$ cat src/rtl/ex_hazard_controller_pkg.sv
// ----------------------------------------------------------------------------
// ex_hazard_controller_pkg
// Shared constants for the execute-stage hazard controller:
//   FWD_*      ALU operand forwarding select encodings
//   XZR        zero register index, never a forwarding or hazard source
//   hz_state_e stall sequencer state encoding
// ----------------------------------------------------------------------------
package ex_hazard_controller_pkg;

    localparam logic [1:0] FWD_REG   = 2'b00;
    localparam logic [1:0] FWD_EXMEM = 2'b10;
    localparam logic [1:0] FWD_MEMWB = 2'b01;

    localparam logic [4:0] XZR = 5'd31;

    typedef enum logic {
        ST_RUN   = 1'b0,
        ST_STALL = 1'b1
    } hz_state_e;

endpackage

$ cat src/rtl/ex_hazard_controller_forward_select.sv
// ----------------------------------------------------------------------------
// ex_hazard_controller_forward_select
// Combinational forwarding priority for one ALU operand.
//   src_reg          source register read by the execute-stage instruction
//   ex_mem_rd/_we    destination and write enable in EX/MEM (highest priority)
//   mem_wb_rd/_we    destination and write enable in MEM/WB
//   force_reg        keep the pipeline value (operand is an immediate)
//   fwd              select: FWD_EXMEM, FWD_MEMWB or FWD_REG
// ----------------------------------------------------------------------------
module ex_hazard_controller_forward_select
    import ex_hazard_controller_pkg::*;
(
    input  logic [4:0] src_reg,
    input  logic [4:0] ex_mem_rd,
    input  logic       ex_mem_we,
    input  logic [4:0] mem_wb_rd,
    input  logic       mem_wb_we,
    input  logic       force_reg,
    output logic [1:0] fwd
);

    always_comb begin
        fwd = FWD_REG;
        if (!force_reg) begin
            // EX/MEM holds the younger result, so it wins over MEM/WB
            if (ex_mem_we && (ex_mem_rd != XZR) && (ex_mem_rd == src_reg))
                fwd = FWD_EXMEM;
            else if (mem_wb_we && (mem_wb_rd != XZR) && (mem_wb_rd == src_reg))
                fwd = FWD_MEMWB;
        end
    end

endmodule

$ cat src/rtl/ex_hazard_controller.sv
// ----------------------------------------------------------------------------
// ex_hazard_controller
// Execute-stage forwarding, load-use stall and branch flush control.
//   clk, rst_n                         pipeline clock, async active-low reset
//   IF_ID_rn/rm, IF_ID_uses_rm         decode-stage source registers
//   ID_EX_rn/rm/rd, ID_EX_ALUSrc,
//   ID_EX_MemRead                      execute-stage instruction fields
//   EX_MEM_rd/RegWrite,
//   MEM_WB_rd/RegWrite                 downstream writers
//   branch_taken                       taken branch resolved in MEM
//   forwardA, forwardB                 ALU operand selects
//   pc_write, if_id_write              front-end load enables
//   id_ex_bubble                       zero ID/EX control fields
//   flush_if_id/id_ex/ex_mem           squash younger pipeline registers
//   stall_count, flush_count           saturating event counters
//
// state    | meaning
// ---------+-------------------------------------------------------------
// ST_RUN   | normal flow; a load-use hazard bubbles the current cycle
// ST_STALL | extra bubbles for multi-cycle load stalls, rem counts down
// ----------------------------------------------------------------------------
module ex_hazard_controller
    import ex_hazard_controller_pkg::*;
#(
    parameter int LOAD_STALL_CYCLES = 1,
    parameter int CNT_W             = 16
) (
    input  logic             clk,
    input  logic             rst_n,
    input  logic [4:0]       IF_ID_rn,
    input  logic [4:0]       IF_ID_rm,
    input  logic             IF_ID_uses_rm,
    input  logic [4:0]       ID_EX_rn,
    input  logic [4:0]       ID_EX_rm,
    input  logic [4:0]       ID_EX_rd,
    input  logic             ID_EX_ALUSrc,
    input  logic             ID_EX_MemRead,
    input  logic [4:0]       EX_MEM_rd,
    input  logic [4:0]       MEM_WB_rd,
    input  logic             EX_MEM_RegWrite,
    input  logic             MEM_WB_RegWrite,
    input  logic             branch_taken,
    output logic [1:0]       forwardA,
    output logic [1:0]       forwardB,
    output logic             pc_write,
    output logic             if_id_write,
    output logic             id_ex_bubble,
    output logic             flush_if_id,
    output logic             flush_id_ex,
    output logic             flush_ex_mem,
    output logic [CNT_W-1:0] stall_count,
    output logic [CNT_W-1:0] flush_count
);

    hz_state_e  state;
    logic [3:0] rem;
    logic       hz;
    logic       flush;

    ex_hazard_controller_forward_select u_fwd_a (
        .src_reg   (ID_EX_rn),
        .ex_mem_rd (EX_MEM_rd),
        .ex_mem_we (EX_MEM_RegWrite),
        .mem_wb_rd (MEM_WB_rd),
        .mem_wb_we (MEM_WB_RegWrite),
        .force_reg (1'b0),
        .fwd       (forwardA)
    );

    ex_hazard_controller_forward_select u_fwd_b (
        .src_reg   (ID_EX_rm),
        .ex_mem_rd (EX_MEM_rd),
        .ex_mem_we (EX_MEM_RegWrite),
        .mem_wb_rd (MEM_WB_rd),
        .mem_wb_we (MEM_WB_RegWrite),
        .force_reg (ID_EX_ALUSrc),
        .fwd       (forwardB)
    );

    assign hz = ID_EX_MemRead && (ID_EX_rd != XZR) &&
                ((ID_EX_rd == IF_ID_rn) || (IF_ID_uses_rm && (ID_EX_rd == IF_ID_rm)));

    // Control outputs are gated by rst_n so they show RUN values while reset
    // is held, even if branch_taken or a hazard is presented meanwhile.
    always_comb begin
        pc_write     = 1'b1;
        if_id_write  = 1'b1;
        id_ex_bubble = 1'b0;
        flush        = 1'b0;
        if (rst_n) begin
            if (branch_taken) begin
                flush = 1'b1;
            end else if ((state == ST_STALL) || hz) begin
                pc_write     = 1'b0;
                if_id_write  = 1'b0;
                id_ex_bubble = 1'b1;
            end
        end
    end

    assign flush_if_id  = flush;
    assign flush_id_ex  = flush;
    assign flush_ex_mem = flush;

    always_ff @(posedge clk or negedge rst_n) begin
        if (!rst_n) begin
            state       <= ST_RUN;
            rem         <= 4'd0;
            stall_count <= '0;
            flush_count <= '0;
        end else begin
            if (branch_taken) begin
                state <= ST_RUN;
                rem   <= 4'd0;
            end else if (state == ST_STALL) begin
                // hz is ignored here so a repeated hazard cannot extend the stall
                if (rem <= 4'd1) begin
                    state <= ST_RUN;
                    rem   <= 4'd0;
                end else begin
                    rem <= rem - 4'd1;
                end
            end else if (hz && (LOAD_STALL_CYCLES > 1)) begin
                state <= ST_STALL;
                rem   <= 4'(LOAD_STALL_CYCLES - 1);
            end

            if (id_ex_bubble && (stall_count != '1))
                stall_count <= stall_count + CNT_W'(1);
            if (branch_taken && (flush_count != '1))
                flush_count <= flush_count + CNT_W'(1);
        end
    end

endmodule
$ cat config.mk
export PLATFORM = sky130hd
export DESIGN_NAME = ex_hazard_controller
export DESIGN_NICKNAME = d
export VERILOG_FILES = /design/src/rtl/ex_hazard_controller_pkg.sv /design/src/rtl/ex_hazard_controller_forward_select.sv /design/src/rtl/ex_hazard_controller.sv
export SDC_FILE = /design/constraint.sdc
export NUM_CORES = 1
export LEC_CHECK = 0
export CAP_MARGIN = 20
export CORE_MARGIN = 2
export CORE_UTILIZATION = 45
export CTS_CLUSTER_DIAMETER = 40
export DETAILED_ROUTE_END_ITERATION = 16
export PLACE_DENSITY = 0.81
export SYNTH_ARGS = -nofsm -noshare
export SYNTH_HDL_FRONTEND = slang
export SYNTH_HIERARCHICAL = 1
export SYNTH_SLANG_ARGS = --single-unit
$ cat constraint.sdc
create_clock -name clk -period 2.1 [get_ports clk]
set_clock_uncertainty 0.15 [all_clocks]
set_input_delay 0.42 -clock clk [delete_from_list [all_inputs] [get_ports clk]]
set_output_delay 0.42 -clock clk [all_outputs]
set_load 0.05 [all_outputs]
==> impl_metrics.toml <==
[outcome]
status = "finished with violations"
failed_checks = "negative setup slack"

[final_layout]
seq_area_um2 = 928.4
num_antenna_cells = 0
drive_gt1_frac = 0.4162
final_nets = 404
multi_input_area_mm2 = 0.001519
design_area_mm2 = 0.003721
area_growth_pct = 59.55
fillCellCount = 363

[worst_setup_path]
cp.buffers_inverters = 3
crit_family = "simple AND/OR/NAND/NOR gates"
cp.arrival_ns = 1.64
worst_path_most_repeated_cell = "buf_6"
start_kind = "input pin"
max_stage_delay_ns = 0.32
critPathCaptureType = "output port"
crit_path_max_fanout = 3
crit_chain = "buf_6 > buf_6 > or2_4 > a2111oi_4 > and4b_2 > buf_12"
crit_path_top_delay_cell = "a2111oi_4"
setup.worst_path.class = "input pin to output port"
cp.required_ns = 1.53

[synth]
ys.flop_type = "dfrtp_1"
post-synth-top-area-cell = "dfrtp_1"
ys_ff_latch = 37
synth.avg_cell_area_um2 = 9.882
ys_warn_count = 6
synth_top_area_share = 0.3970
synth.distinct_cells = 41
syn_area_mm2 = 0.002332
netlist_instances = 236
synth_edf_count = 0
synth-seq-area-share = 0.3970
async_reset_ff_frac = 1.000
synth_area_leaders = "dfrtp_1 40%, xnor2_1 10%, xor2_1 9.0%"

[die]
dieArea_mm2 = 0.005774
core_area_mm2 = 0.005042
initial_core_util = 0.4625
die_w_um = 75.99
die_h_um = 75.99
rows = 26
num_io_pins = 85

[sta]
drv_slew = 0
period_minus_slack_ns = 2.205
final_hold_viol_count = 0
layout_setup_ws_ns = -0.1051
max_freq_mhz = 453.5
rsz0062_at_grt = "true"
hold_ws_ns = 0.01695
setup_viol = 4
timing.final.crit_share = 1.050

[min_path]
hp-class = "input pin to asynchronous set/reset pin"

[power]
p_leak_uw = 0.001800
ir_drop_uv = 367.7
power_density_mw_per_mm2 = 635.7
total_power_uw = 2365

[flow_run]
maxCapViolCount = 0

[detailed_routing]
post_drt_wl_per_cell_um = 14.55
wl_mm = 6.229
avgViaCountPerCell = 5.157
ant_nets = 0
dr.pass1.iters = 5
initialDrtViolationCount = 111
vias = 2207
drcViolationCount = 0

[global_routing]
track_usage = 0.2247
antenna_found_initial = 0
grt_max_degree = 23
grt-ovfl-total = 0
grt_first_pass_wirelength_mm = 10.61
grt_pass1_vias = 2255

[cts]
numCtsBuffers = 5
cts-root-buf = "clkbuf_8"
cts_max_path_buffers = 2
cts_sinks = 37
cts_tree = "built"
clkLatencyLatePin_ns = 0.29
path_clk_slew_ns = 0.07
cts_max_level = 2

[placed_design]
place_area_mm2 = 0.003458
dp_hpwl_mm = 4.588
port-buffer-count = 84
gp_routability_congestion = 0.7986
==> registers in the layout, indices dropped and copies added, names as in the netlist <==
register,cells
flush_count,16
rem,4
stall_count,16
state,1
==> layout by cell type, fill, tap and decap left out, drive strengths merged, types with 2 or more instances in the layout <==
cell type      count
o21ai              4
nor2              13
dlygate4sd2        6
ha                 4
buf               97
a2bb2oi            2
nor3               9
a211o              3
nor3b              2
nor4b              2
or2b               2
a2111oi            2
clkbuf             7
nand2             30
or2                2
dfrtp             37
and4b              3
inv                6
nand3             20
nor2b              2
nand4              7
xor2              24
a31oi              2
mux2               5
clkdlybuf4s50      2
and3               2
xnor2             27
conb               2
and2               3
clkdlybuf4s15     10
nand4b             4
a21oi              5
==> cell families after synthesis <==
kind of cell	after synthesis	share of synthesized area
XOR/XNOR	51	0.1915
multiplexers	5	0.02414
other	1	0.001608
AND/OR/NAND/NOR	105	0.2554
adder cells (fa/ha/maj)	4	0.02146
AO/OA/AOI/OAI	23	0.08477
buffers and inverters	10	0.02414
flip-flops	37	0.3970
==> stage by stage <==
step             util  setup TNS [ns]  cells  setup WS, ns
6_report       0.7380         -0.2987    428       -0.1051
5_1_grt        0.7380         -0.5850    428       -0.1532
4_1_cts        0.7340         -0.2486    426      -0.08600
3_5_place_dp   0.6859          -7.770    413       -0.5539
3_3_place_gp   0.6859          -6.565    413       -0.5409
2_1_floorplan       -               0    237      0.002062
==> metal layers <==
metal	track usage	up-vias	part of all wire
li1	-	1064	-
met1	0.2785	1048	0.40
met2	0.4000	87	0.52
met3	0.04976	8	0.067
met4	0.05455	0	0.012
met5	0	-	0
==> final timing paths <==
kind                       depth (start not counted)         endpoint       startpoint  slack (ns)
max                                                6      forwardB[1]     EX_MEM_rd[4]       -0.11
min                                                2   stall_count[1]            rst_n        0.02
max in group asynchronous                          2   flush_count[1]            rst_n        1.53
min in group clk                                   1  flush_count[10]  flush_count[10]        0.34
max reg2reg                                        7  flush_count[13]   flush_count[0]        0.13
min reg2reg                                        1  flush_count[10]  flush_count[10]        0.34
==> cell usage after synthesis, drive strengths merged, types with 5 or more instances <==
library cell	instances
dfrtp	37
nand2	30
xnor2	27
xor2	24
nand3	20
nor2	13
nor3	9
nand4	7
inv	6
a21oi	5
mux2	5
==> power breakdown <==
| part | total, uW | internal [uW] | leakage (uW) | switching, uW |
|---|---|---|---|---|
| combinational | 814 | 323 | 0.00125 | 492 |
| sequential | 900 | 791 | 0.000497 | 109 |
| clock | 652 | 386 | 0.0000574 | 265 |
==> layout make-up <==
class | instances | share of cell area
Tap cell | 70 | 0.02354
Multi-Input combinational cell | 190 | 0.4082
Clock inverter | 2 | 0.01009
Clock buffer | 6 | 0.02219
Sequential cell | 37 | 0.2495
Timing Repair Buffer | 117 | 0.2804
Inverter | 6 | 0.006052
==> what timing repair did <==
item / CTS / global route
endpoints found under the setup margin: 16 / 10
setup buffers: 5 / 2
resized for setup: 136 / 14
pin swaps: 37 / 15
hold buffers: 0 / 0
cloned: 0 / 0
No activity file was read; power rests on OpenSTA's default activity.
